[config.mk]
export PLATFORM = sky130hd
export DESIGN_NAME = sysid_check_ctrl
export DESIGN_NICKNAME = d
export VERILOG_FILES = /design/src/rtl/sysid_pkg.sv /design/src/rtl/sysid_timeout_cnt.sv /design/src/rtl/sysid_check_ctrl.sv
export SDC_FILE = /design/constraint.sdc
export NUM_CORES = 1
export LEC_CHECK = 0
export CAP_MARGIN = 20
export CORE_ASPECT_RATIO = 0.8
export CORE_UTILIZATION = 50
export CTS_CLUSTER_SIZE = 10
export DETAILED_ROUTE_END_ITERATION = 10
export PLACE_DENSITY_LB_ADDON = 0.1
export SYNTH_ARGS = -nofsm -noshare
export SYNTH_HDL_FRONTEND = slang
export SYNTH_SLANG_ARGS = --single-unit
[constraint.sdc]
create_clock -name clock -period 5.45 [get_ports clock]
set_input_delay 1.09 -clock clock [delete_from_list [all_inputs] [get_ports clock]]
set_output_delay 1.09 -clock clock [all_outputs]
set_load 0.01 [all_outputs]
[src/rtl/sysid_pkg.sv]
// Shared definitions for the system-ID check controller: FSM state encoding,
// sysid slave word addresses and the default expected ID/timestamp values
// (kept in step with the sysid slave generator).
package sysid_pkg;

  // FSM state encoding (plain vector constants for legacy tool flows)
  typedef logic [2:0] sysid_state_t;

  localparam sysid_state_t ST_BOOT  = 3'd0;
  localparam sysid_state_t ST_IDLE  = 3'd1;
  localparam sysid_state_t ST_RD_ID = 3'd2;
  localparam sysid_state_t ST_RD_TS = 3'd3;
  localparam sysid_state_t ST_EVAL  = 3'd4;
  localparam sysid_state_t ST_DONE  = 3'd5;

  // Word addresses inside the sysid slave
  localparam logic SYSID_ADDR_ID = 1'b0;
  localparam logic SYSID_ADDR_TS = 1'b1;

  // Build-time values the hardware image is expected to carry
  localparam logic [31:0] SYSID_DEFAULT_ID = 32'd0;
  localparam logic [31:0] SYSID_DEFAULT_TS = 32'd1457613482;

  // True when both captured words equal their expected values
  function automatic logic sysid_match(
    input logic [31:0] id_word,
    input logic [31:0] ts_word,
    input logic [31:0] exp_id,
    input logic [31:0] exp_ts
  );
    return (id_word == exp_id) && (ts_word == exp_ts);
  endfunction

endpackage

[src/rtl/sysid_timeout_cnt.sv]
// Up-counter with synchronous clear, increment enable and a terminal flag.
// The flag fires in the cycle where the TERMINAL-th consecutive increment is
// requested, so the owner can react on that same clock edge.
module sysid_timeout_cnt #(
  parameter int WIDTH    = 16,
  parameter int TERMINAL = 255
) (
  input  logic clock,
  input  logic reset_n,
  input  logic clear,
  input  logic inc,
  output logic terminal
);

  localparam logic [WIDTH-1:0] TERM_M1 = WIDTH'(TERMINAL - 1);
  localparam logic [WIDTH-1:0] ONE     = WIDTH'(1);

  logic [WIDTH-1:0] count;

  // Count consecutive enabled cycles; clear has priority over increment
  always_ff @(posedge clock or negedge reset_n) begin
    if (!reset_n) begin
      count <= {WIDTH{1'b0}};
    end else if (clear) begin
      count <= {WIDTH{1'b0}};
    end else if (inc) begin
      count <= count + ONE;
    end else begin
      count <= count;
    end
  end

  assign terminal = inc && (count == TERM_M1);

endmodule

[src/rtl/sysid_check_ctrl.sv]
// Avalon-MM read master that reads the sysid slave (ID word, then timestamp
// word), compares both against build-time values and reports pass/fail.
// A check runs once after reset and again on each start pulse while idle.
// Optional build macro SYSID_CHECK_PERIODIC_EN: when defined, the controller
// also re-runs the check after RECHECK_PERIOD idle cycles in DONE.
module sysid_check_ctrl
  import sysid_pkg::*;
#(
  parameter logic [31:0] EXPECTED_ID    = SYSID_DEFAULT_ID,
  parameter logic [31:0] EXPECTED_TS    = SYSID_DEFAULT_TS,
  parameter int          TIMEOUT_CYCLES = 255,
  parameter int          RECHECK_PERIOD = 1048576
) (
  input  logic        clock,
  input  logic        reset_n,
  input  logic        start,
  output logic        m_address,
  output logic        m_read,
  input  logic        m_waitrequest,
  input  logic [31:0] m_readdata,
  output logic        busy,
  output logic        done,
  output logic        pass,
  output logic [31:0] id_value,
  output logic [31:0] ts_value,
  output logic        timeout_err
);

  // Reject parameter values the counters cannot represent
  if ((TIMEOUT_CYCLES < 1) || (TIMEOUT_CYCLES > 65535)) begin : g_bad_timeout
    $error("sysid_check_ctrl: TIMEOUT_CYCLES must be within 1..65535");
  end
  if (RECHECK_PERIOD < 1) begin : g_bad_period
    $error("sysid_check_ctrl: RECHECK_PERIOD must be at least 1");
  end

  sysid_state_t state;
  logic         accept;
  logic         stall;
  logic         launch;
  logic         timeout_tc;
  logic         idle_tc;

  // Handshake decode and check-launch request
  always_comb begin
    accept = m_read && !m_waitrequest;
    stall  = m_read && m_waitrequest;
    launch = 1'b0;
    case (state)
      ST_IDLE, ST_DONE: launch = start || idle_tc;
      default:          launch = 1'b0;
    endcase
  end

  // Consecutive waitrequest cycles of the current read; any cycle without a
  // stall (accept, or no read outstanding) restarts the count.
  sysid_timeout_cnt #(
    .WIDTH    (16),
    .TERMINAL (TIMEOUT_CYCLES)
  ) u_timeout_cnt (
    .clock    (clock),
    .reset_n  (reset_n),
    .clear    (!stall),
    .inc      (stall),
    .terminal (timeout_tc)
  );

`ifdef SYSID_CHECK_PERIODIC_EN
  localparam int IDLE_W = $clog2(RECHECK_PERIOD + 1);

  // Idle cycles spent in DONE; leaving DONE (any check start) clears it
  sysid_timeout_cnt #(
    .WIDTH    (IDLE_W),
    .TERMINAL (RECHECK_PERIOD)
  ) u_idle_cnt (
    .clock    (clock),
    .reset_n  (reset_n),
    .clear    (state != ST_DONE),
    .inc      (state == ST_DONE),
    .terminal (idle_tc)
  );
`else
  assign idle_tc = 1'b0;
`endif

  // Check sequencer: state, Avalon command outputs and status/result registers
  always_ff @(posedge clock or negedge reset_n) begin
    if (!reset_n) begin
      state       <= ST_BOOT;
      m_read      <= 1'b0;
      m_address   <= SYSID_ADDR_ID;
      busy        <= 1'b0;
      done        <= 1'b0;
      pass        <= 1'b0;
      timeout_err <= 1'b0;
      id_value    <= 32'd0;
      ts_value    <= 32'd0;
    end else begin
      case (state)
        ST_BOOT: begin
          state       <= ST_RD_ID;
          m_read      <= 1'b1;
          m_address   <= SYSID_ADDR_ID;
          busy        <= 1'b1;
          done        <= 1'b0;
          pass        <= 1'b0;
          timeout_err <= 1'b0;
        end
        ST_IDLE, ST_DONE: begin
          if (launch) begin
            state       <= ST_RD_ID;
            m_read      <= 1'b1;
            m_address   <= SYSID_ADDR_ID;
            busy        <= 1'b1;
            done        <= 1'b0;
            pass        <= 1'b0;
            timeout_err <= 1'b0;
          end else begin
            state <= state;
          end
        end
        ST_RD_ID: begin
          if (timeout_tc) begin
            state       <= ST_DONE;
            m_read      <= 1'b0;
            m_address   <= SYSID_ADDR_ID;
            busy        <= 1'b0;
            done        <= 1'b1;
            pass        <= 1'b0;
            timeout_err <= 1'b1;
          end else if (accept) begin
            id_value  <= m_readdata;
            m_address <= SYSID_ADDR_TS;
            state     <= ST_RD_TS;
          end else begin
            state <= state;
          end
        end
        ST_RD_TS: begin
          if (timeout_tc) begin
            state       <= ST_DONE;
            m_read      <= 1'b0;
            m_address   <= SYSID_ADDR_ID;
            busy        <= 1'b0;
            done        <= 1'b1;
            pass        <= 1'b0;
            timeout_err <= 1'b1;
          end else if (accept) begin
            ts_value  <= m_readdata;
            m_read    <= 1'b0;
            m_address <= SYSID_ADDR_ID;
            state     <= ST_EVAL;
          end else begin
            state <= state;
          end
        end
        ST_EVAL: begin
          pass        <= sysid_match(id_value, ts_value, EXPECTED_ID, EXPECTED_TS);
          timeout_err <= 1'b0;
          done        <= 1'b1;
          busy        <= 1'b0;
          state       <= ST_DONE;
        end
        default: begin
          state     <= ST_IDLE;
          m_read    <= 1'b0;
          m_address <= SYSID_ADDR_ID;
          busy      <= 1'b0;
        end
      endcase
    end
  end

endmodule

==> metrics <==
routability cong. between 0.8 and 0.9; DR vias around 3000; r2r worst-path depth 3; max-cap viol count 0; H-tree levels 3; GRT Total Usage 0.246; critical path startpoint category input pin; post-synthesis cell count about 350; CTS tree done; Synth Warn # 0; Max-slew headroom 0.428; Vias/cell approximately 5.4; Final Hold Fails 0; Initial Utilization 0.532; synth unique cells 38; Post-synth EDFFs 0; clk buf depth 2; # nets final between 400 and 500; async set-reset flop share out of synthesis 1.00; Power per Cell Area between 500 and 600 nW/µm²; routed wire length per instance between 15 and 20 µm; P_leak about 2.2 nW; CP Class input pin to register; final slew viol count 0; Worst-Skew Late Latency between 0.3 and 0.4 ns; Core ar. slightly above 7000 µm²; clk slew on worst S/H paths approximately 0.080 ns; post-synthesis area per instance between 10 and 15 µm²; grt total ovfl 0; Root Buffer clkbuf_8; power share of the combinational group 0.411; minimum clock period 2.99 ns; ANT cells 0; post-synthesis sequential area ratio 0.593; status complete, no violations; hold-fix buffers at CTS 0; FP Rows 27; Inserted Clock Buffers 9; drt total wl between 9000 and 10000 µm; post-synthesis cell area around 3800 µm²; Port Buffers approximately 110; sw frac 0.347; Synth Net Count 391; commonest non-fill, non-tap cells in the layout nand2_1, clkdlybuf4s50_1, dfrtp_1; cell-internal power around 1.7 mW; die area 7860 µm²; P_sw roughly 0.91 mW; RSZ-0062 raised after global routing false; initial antenna violation count 0; die width 98.9 µm; endpoints failing setup 0; Final period util 0.548; largest net degree at the start of global routing 90; first-pass GRT wire length approximately 15000 µm; clock sink count 89; hold path cells 2; vias in the first global route ~2900; Clk pwr share 0.153; Critical Path End Type register; TritonRoute pass-1 iters 4; Tightest Pin Transition around 0.86 ns; HPWL after DPL about 6400 µm; WHS 0.501 ns; Worst Hold Class register to register; io pins 106; DRC 0; worst clock skew 0.00794 ns; post-route antenna net violation count 0; sequential share of power 0.435; CP arrival around 3.2 ns; commonest non-fill, non-tap cell in the layout nand2_1; # Post-CTS Setup Buffers 0; ys flop type dfrtp_1; setup TNS 0 ns; die height 79.5 µm; Max FO, Critical Path 32; layout cells sized above 1 0.119; fmax 335 MHz; CTS resizes 0; peak supply drop roughly 250 µV; Area Overhead vs Synth 35.1%; worst endpoint required time approximately 5.7 ns; drt first-iter violations 238; register bit total from synthesis just under 90
## per-stage QoR
stage | total power, mW | util | setup slack [ns] | cell area (µm²) | instances
final | 2.61 | 0.719 | 2.46 | 5070 | 550
after global routing | 2.77 | 0.719 | 2.32 | 5070 | 550
after CTS | 2.62 | 0.715 | 2.45 | 5050 | 549
after detailed placement | 2.22 | 0.690 | 2.09 | 4870 | 533
after global placement | 2.19 | 0.690 | 2.18 | 4870 | 533
after floorplan | 1.58 | - | 3.24 | 3760 | 353
## power groups by stage
stage	logic [mW]	registers [mW]	clock network, mW
2_1_floorplan	0.377	1.20	0
3_3_place_gp	1.05	1.14	0
3_5_place_dp	1.08	1.14	0
4_1_cts	1.08	1.13	0.409
5_1_grt	1.16	1.17	0.437
6_report	1.08	1.14	0.401
## synth_stat cells, types with 2 or more instances
master    number  area, µm²
a211oi_1       2       15.0
a21oi_1        5       25.0
and4b_1        2       20.0
buf_2          6       30.0
clkbuf_1       8       30.0
dfrtp_1       89       2230
ha_1           2       25.0
inv_1          2       7.51
mux2_2        32        360
nand2_1      111        417
nand3_1       11       55.1
nand4_1        6       37.5
nor2_1        20       75.1
nor2b_1        4       25.0
nor3_1         4       20.0
nor4_1         9       56.3
nor4b_1        4       35.0
o21ai_0        5       25.0
or3_1          2       12.5
xnor2_1        5       43.8
xor2_1         7       61.3
## sequential cells by signal, indices dropped and copies added, names as in the netlist
name / flops
state: 3
id_value: 32
busy: 1
m_address: 1
u_timeout_cnt.count: 16
timeout_err: 1
done: 1
pass: 1
m_read: 1
ts_value: 32
## area by class of cell
type,instances,area [µm²]
Clock inverter,5,41.3
Tap cell,87,109
Multi-Input combinational cell,248,1470
Timing Repair Buffer,108,1090
Clock buffer,11,131
Inverter,2,7.51
Fill cell,523,1990
Sequential cell,89,2230
## cells by family (layout without fill, tap and decap cells)
logic type	count (synthesis)	in the layout	synth area share
muxes	32	32	0.0959
DFF	89	89	0.593
and+or+nand+nor	182	182	0.224
buffers and inverters	16	126	0.0180
adders and majority gates	2	2	0.00666
xor gates and xnor gates	12	12	0.0280
AOI/OAI and AO/OA	20	20	0.0346
## path summary, 6_finish.rpt
kind,slack (ns),from,to
max reg2reg,3.16,m_read$_DFFE_PN0P_,id_value[5]$_DFFE_PN0P_
min in group asynchronous,0.66,reset_n,state[2]$_DFFE_PN0P_
min,0.50,ts_value[9]$_DFFE_PN0P_,ts_value[9]$_DFFE_PN0P_
max in group asynchronous,4.17,reset_n,u_timeout_cnt.count[8]$_DFF_PN0_
min reg2reg,0.50,ts_value[9]$_DFFE_PN0P_,ts_value[9]$_DFFE_PN0P_
max,2.46,m_waitrequest,id_value[5]$_DFFE_PN0P_
## worst max-delay path: stages
cell,delay (ns)
clkdlybuf4s50_1,0.42
nor2b_1,0.38
nand3_2,0.77
mux2_2,0.55
## layer usage
layer | GRT usage | part of all wire
met5 | 0 | 0
met4 | 0.0493 | 0.0063
met3 | 0.0604 | 0.065
met1 | 0.350 | 0.47
met2 | 0.387 | 0.46
Note: power is estimated with default switching activity, not from simulation.
